===== src/rtl/alu_sequencer.sv =====
// Control sequencer for the ALU datapath: accepts one operation per handshake,
// strobes load-A / load-B / latch / read-out, and returns the captured result.
module alu_sequencer (
    input  logic        clk,
    input  logic        rst,
    input  logic        cmd_valid,
    output logic        cmd_ready,
    input  logic [2:0]  cmd_op,
    input  logic [15:0] cmd_a,
    input  logic [15:0] cmd_b,
    output logic        rsp_valid,
    input  logic        rsp_ready,
    output logic [15:0] rsp_data,
    output logic [2:0]  rsp_op,
    output logic [15:0] busOut,
    input  logic [15:0] busIn,
    output logic [2:0]  opControl,
    output logic        ALUin0,
    output logic        ALUin1,
    output logic        ALUOutLatch,
    output logic        ALUOutEn,
    output logic [15:0] ops_done
);

    // state  | meaning
    // IDLE   | waiting for a command, cmd_ready high
    // LOAD_A | operand A on busOut, ALUin0 strobe
    // LOAD_B | operand B on busOut, ALUin1 strobe
    // LATCH  | ALUOutLatch strobe
    // READ   | ALUOutEn, busIn captured at the closing edge
    // RESP   | rsp_valid held until rsp_ready
    localparam logic [2:0] IDLE   = 3'd0;
    localparam logic [2:0] LOAD_A = 3'd1;
    localparam logic [2:0] LOAD_B = 3'd2;
    localparam logic [2:0] LATCH  = 3'd3;
    localparam logic [2:0] READ   = 3'd4;
    localparam logic [2:0] RESP   = 3'd5;

    logic [2:0]  state;
    logic [2:0]  op_q;
    logic [15:0] a_q;
    logic [15:0] b_q;

    always_ff @(posedge clk or posedge rst) begin
        if (rst) begin
            state    <= IDLE;
            op_q     <= 3'd0;
            a_q      <= 16'd0;
            b_q      <= 16'd0;
            rsp_data <= 16'd0;
            rsp_op   <= 3'd0;
            ops_done <= 16'd0;
        end else begin
            case (state)
                IDLE: begin
                    if (cmd_valid) begin
                        op_q  <= cmd_op;
                        a_q   <= cmd_a;
                        b_q   <= cmd_b;
                        state <= LOAD_A;
                    end
                end
                LOAD_A: state <= LOAD_B;
                LOAD_B: state <= LATCH;
                LATCH:  state <= READ;
                READ: begin
                    // busIn is only trusted here; it floats in every other state
                    rsp_data <= busIn;
                    rsp_op   <= op_q;
                    state    <= RESP;
                end
                RESP: begin
                    if (rsp_ready) begin
                        ops_done <= ops_done + 16'd1;
                        state    <= IDLE;
                    end
                end
                default: state <= IDLE;
            endcase
        end
    end

    always_comb begin
        cmd_ready   = 1'b0;
        rsp_valid   = 1'b0;
        busOut      = 16'd0;
        opControl   = 3'd0;
        ALUin0      = 1'b0;
        ALUin1      = 1'b0;
        ALUOutLatch = 1'b0;
        ALUOutEn    = 1'b0;
        case (state)
            IDLE:   cmd_ready = 1'b1;
            LOAD_A: begin
                busOut    = a_q;
                opControl = op_q;
                ALUin0    = 1'b1;
            end
            LOAD_B: begin
                busOut    = b_q;
                opControl = op_q;
                ALUin1    = 1'b1;
            end
            LATCH: begin
                opControl   = op_q;
                ALUOutLatch = 1'b1;
            end
            READ: begin
                opControl = op_q;
                ALUOutEn  = 1'b1;
            end
            RESP:   rsp_valid = 1'b1;
            default: ;
        endcase
    end

endmodule


===== config.mk =====
export PLATFORM = sky130hd
export DESIGN_NAME = alu_sequencer
export DESIGN_NICKNAME = d
export VERILOG_FILES = /design/src/rtl/alu_sequencer.sv
export SDC_FILE = /design/constraint.sdc
export NUM_CORES = 1
export LEC_CHECK = 0
export BUFFER_PORTS_ARGS = -buffer_cell sky130_fd_sc_hd__buf_4
export CORE_AREA = 2 2 87 89
export CTS_CLUSTER_DIAMETER = 100
export CTS_CLUSTER_SIZE = 25
export DETAILED_ROUTE_END_ITERATION = 8
export DIE_AREA = 0 0 89 91
export PLACE_DENSITY = 0.81
export SYNTH_ARGS = -nofsm -noshare
export SYNTH_HDL_FRONTEND = slang
export SYNTH_SLANG_ARGS = --single-unit

===== constraint.sdc =====
create_clock -name clk -period 4.03 [get_ports clk]
set_clock_uncertainty 0.1 [all_clocks]
set_input_delay 1.0075 -clock clk [delete_from_list [all_inputs] [get_ports clk]]
set_output_delay 1.0075 -clock clk [all_outputs]
set_load 0.01 [all_outputs]

## Yosys cells after proc, flatten, opt, wreduce, memory -nomap -nowiden

Index checks and enable logic that the tools add are counted.

| storage, ports and cells | value |
|---|---|
| output and inout port bits | 60 |
| logic and storage cells | 31 |
| register bits | 73 |
| bits of input ports | 55 |

| cells by class | value |
|---|---|
| $add $sub $neg | 1 |
| equality and inequality tests | 7 |
| reduce and logical (&&, ||, !) cells | 5 |
| mux-type cells | 11 |

Operators by type and width:

| kind | number |
|---|---|
| $pmux W16 S2 | 1 |
| $pmux W3 S6 | 1 |
| $add A16 B1 Y16 const B | 1 |
| $mux W3 | 3 |
| $eq A3 B2 Y1 const B | 2 |
| $eq A3 B3 Y1 const B | 2 |
| $mux W1 | 6 |
| $reduce_and A2 Y1 | 3 |
| $ne A2 B2 Y1 const B | 2 |
| $reduce_or A4 Y1 | 1 |
| $eq A3 B1 Y1 const B | 1 |
| $logic_not A3 Y1 | 1 |

## Longest topological paths before layout

| logic depth | value |
|---|---|
| depth in word-level cells | 3 |
| depth in mapped cells | 6 |
| depth with buffers taken out | 5 |

## Worst setup path after synthesis

No wires, ideal clock.

| timing | value |
|---|---|
| path type | flip-flop to output port |
| start point | register state[2] |
| end point | output port busOut[0] |
| path buffers | 2 |
| arrival time | 1381 ps |
| cell stages (with the launch flop) | 5 |
| required time | 2923 ps |
| slack | 1542 ps |
| cell sequence | dfrtp_1 -> buf_4 -> nor3b_2 -> buf_2 -> a22o_1 |

| on the way | value |
|---|---|
| word-level cells in the longest chain between the ends | 2 |
| elaborated cells between the ends (all ways) | 3 |
| classes of those cells | eq/ne: 2; mux: 1 |

RTL lines:

| element | line | source |
|---|---|---|
| start, declared | 39 | `logic [2:0] state;` |
| start signal, assigned | 46 | `state <= IDLE;` |
| start signal, assigned | 60 | `state <= LOAD_A;` |
| start signal, assigned | 63 | `LOAD_A: state <= LOAD_B;` |
| $eq A3 B2 Y1 / $eq A3 B1 Y1 (equally long branches) | 92 | `case (state)` |
| $pmux W16 S2 * | 92 |  |
| end, declared | 15 | `output logic [15:0] busOut,` |

Every way passes the cells marked *; elsewhere a longest branch is shown, timed or not.

## Worst setup path in the final report

| timing | value |
|---|---|
| start point | register state[0] |
| end point | output port busOut[7] |

Same word-level chain as after synthesis.

==> results.yml <==
layout:
  final_common_cell: "buf_4"
  fillers: 618
  area_delta_synth_final_pct: 37.9
  layout-drive-gt1-share_pct: 50.6
  antenna_cells: 0
  final_cell_mix: "buf_4, dfrtp_1, mux2_1"
  nNetsFinal: 392
detailed_routing:
  num_vias: 2180
  drtIter0Drc: 85
  via_per_inst: 4.97
  drt-total-wl_um: 6490
  drcViolationCount: 0
  wire_per_inst_um: 14.8
  dr.pass1.iters: 4
  ant_nets: 0
sta:
  tns_ns: 0
  rsz0062_at_grt: "no"
  slew_headroom_pct: 33.2
  period_share_pct: 70.6
  max_freq_ghz: 0.352
  hold_viol_final: 0
  fin_crit_ns: 2.84
  maxSlewViolCount: 0
  worst-slew-pin-transition_ns: 1.00
  finalSetupViolations: 0
  hold_slack_ns: 0.377
critical_path:
  cp.required_ns: 2.92
  cp-end-kind: "primary output"
  crit_family: "flip-flops"
  path_depth: 4
  worst-path-buf-inv: 2
  r2r_setup_slack_ns: 1.73
  cp_slowest_stage_delay_ns: 0.58
  r2r-start: "state[0]"
  crit_type: "register to primary output"
  critPathLaunchType: "register"
  crit_path_max_fanout: 18
  cpMaxStageDelayCell: "dfrtp_1"
  r2r_end: "b_q[3]"
  crit_top_cell: "buf_4"
  cp_data_arrival_time_ns: 1.74
  reg2reg_depth: 4
  worstPathCellList: "nor3b_2 > buf_4 > a22o_1 > buf_4"
synth:
  synth_cells: 216
  seq_area_frac_synth_pct: 58.5
  ys.flop_type: "dfrtp_1"
  synth_nets: 272
  ys_seq_elements: 73
  yosysUniqueCellTypes: 29
  synth-xor-area-share_pct: 4.21
  avgSynthCellArea_um2: 14.5
  postSynth.asyncResetShare_pct: 100
  synth_top_family_by_area: "multiplexers"
  synth_compound_area_share_pct: 5.29
  yosys.area_share.simple_pct: 8.98
  synthMuxAreaShare_pct: 19.8
  ys.warnings.count: 0
  synth-adder-area-share_pct: 0.401
  synth_edf_count: 0
  synth_area_um2: 3120
cts:
  insertion_delay_ns: 0.34
  root_buffer: "clkbuf_8"
  clock_path_buffers: 2
  cts_tree: "done"
  cts_resized: 0
  cts_setup_buffers: 0
  cts.sink_count: 73
  cts-buffers-inserted: 9
  clk_pin_slew_ns: 0.08
  hold_buffers: 0
  cts_max_level: 3
placed_design:
  globalplace.congestion: 0.765
  io_buffers: 114
  dp_hpwl_um: 4750
grt:
  grt_pass1_vias: 2272
  grt-ovfl-total: 0
  antenna_found_initial: 0
  grt_max_degree: 50
  grtUsageTotal_pct: 16.8
  grt_first_pass_wirelength_um: 10500
pwr:
  vdd.ir_drop.worst_mv: 0.380
  p_per_area_nw_per_um2: 725
  p_leak_nw: 2.10
floorplan:
  die_h_um: 91
  die_area_um2: 8100
  initial_core_util_pct: 43.7
  die_w_um: 89
  ios: 115
  rows: 31
  coreArea_um2: 7140
min_path:
  hp-class: "register to register"
  whs_endpoint: "ops_done[15]"
  hp-start: "ops_done[15]"
  whs_path_depth: 1
run:
  cap_violations: 0
run_status:
  status: "finished, final reports clean"
## report_power, final
part           total [mW]  leakage [nW]  switching (mW)  internal (mW)
registers            1.24         0.898           0.197           1.04
clock network       0.671         0.115           0.266          0.406
logic                1.21          1.09           0.507          0.706
## layout make-up
type	instances	area, um^2	area share (%)
clock buffers	9	124	2.88
repair buffers	120	901	20.9
multi-input cells	130	1210	28.2
inverters	2	7.51	0.174
clock inverters	6	108	2.50
well taps	99	124	2.88
flip-flops and latches	73	1830	42.4
## per-layer routing
metal | track usage [%] | vias to the layer above | part of all wire [%]
met5 | 0 | - | 0
met4 | 4.85 | 0 | 1.1
met3 | 7.09 | 9 | 8.7
met2 | 25.9 | 87 | 46
met1 | 21.7 | 1074 | 44
li1 | - | 1010 | -
## state kept, by name, indices dropped and copies added, names as in the netlist
name      flops
a_q          16
op_q          3
rsp_data     16
rsp_op        3
state         3
ops_done     16
b_q          16
## kinds of logic (layout without fill, tap and decap cells)
family                   Yosys count  count (layout)
adder cells (fa/ha/maj)            1               1
AO/OA/AOI/OAI                     19              19
flip-flops                        73              73
XOR/XNOR                          15              15
AND/OR/NAND/NOR                   40              40
buffers and inverters             13             137
multiplexers                      55              55
## Yosys cell counts (2+ instances only)
cell	count	area, um^2
a22o_1	16	140
xor2_1	5	43.8
nand2_1	4	15.0
buf_4	2	15.0
buf_2	6	30.0
dfrtp_1	73	1830
mux2_1	30	338
xnor2_1	10	87.6
and3_1	6	37.5
mux2_2	25	282
and2_1	4	25.0
nor3b_1	2	15.0
nor3_2	3	30.0
buf_6	3	33.8
nor2_1	3	11.3
nand3_1	11	55.1
## through the flow
stage | cell area, um^2 | util [%] | setup slack [ns] | std cells | power (mW)
2_1_floorplan | 3120 | - | 1.07 | 216 | 1.93
3_3_place_gp | 4070 | 57.1 | 1.50 | 424 | 2.44
3_5_place_dp | 4070 | 57.1 | 1.48 | 424 | 2.48
4_1_cts | 4300 | 60.3 | 1.17 | 439 | 3.16
5_1_grt | 4300 | 60.3 | 1.09 | 439 | 3.33
6_report | 4300 | 60.3 | 1.19 | 439 | 3.12
## worst max-delay path by stage
stage                     startpoint         to  slack, ns
after floorplan                  rst     a_q[0]       1.07
after global placement     cmd_valid     b_q[5]       1.50
after detailed placement   cmd_valid     b_q[2]       1.48
after CTS                   state[0]  busOut[7]       1.17
after global routing        state[0]  busOut[7]       1.09
final                       state[0]  busOut[7]       1.19
Note: power is estimated with default switching activity, not from simulation.
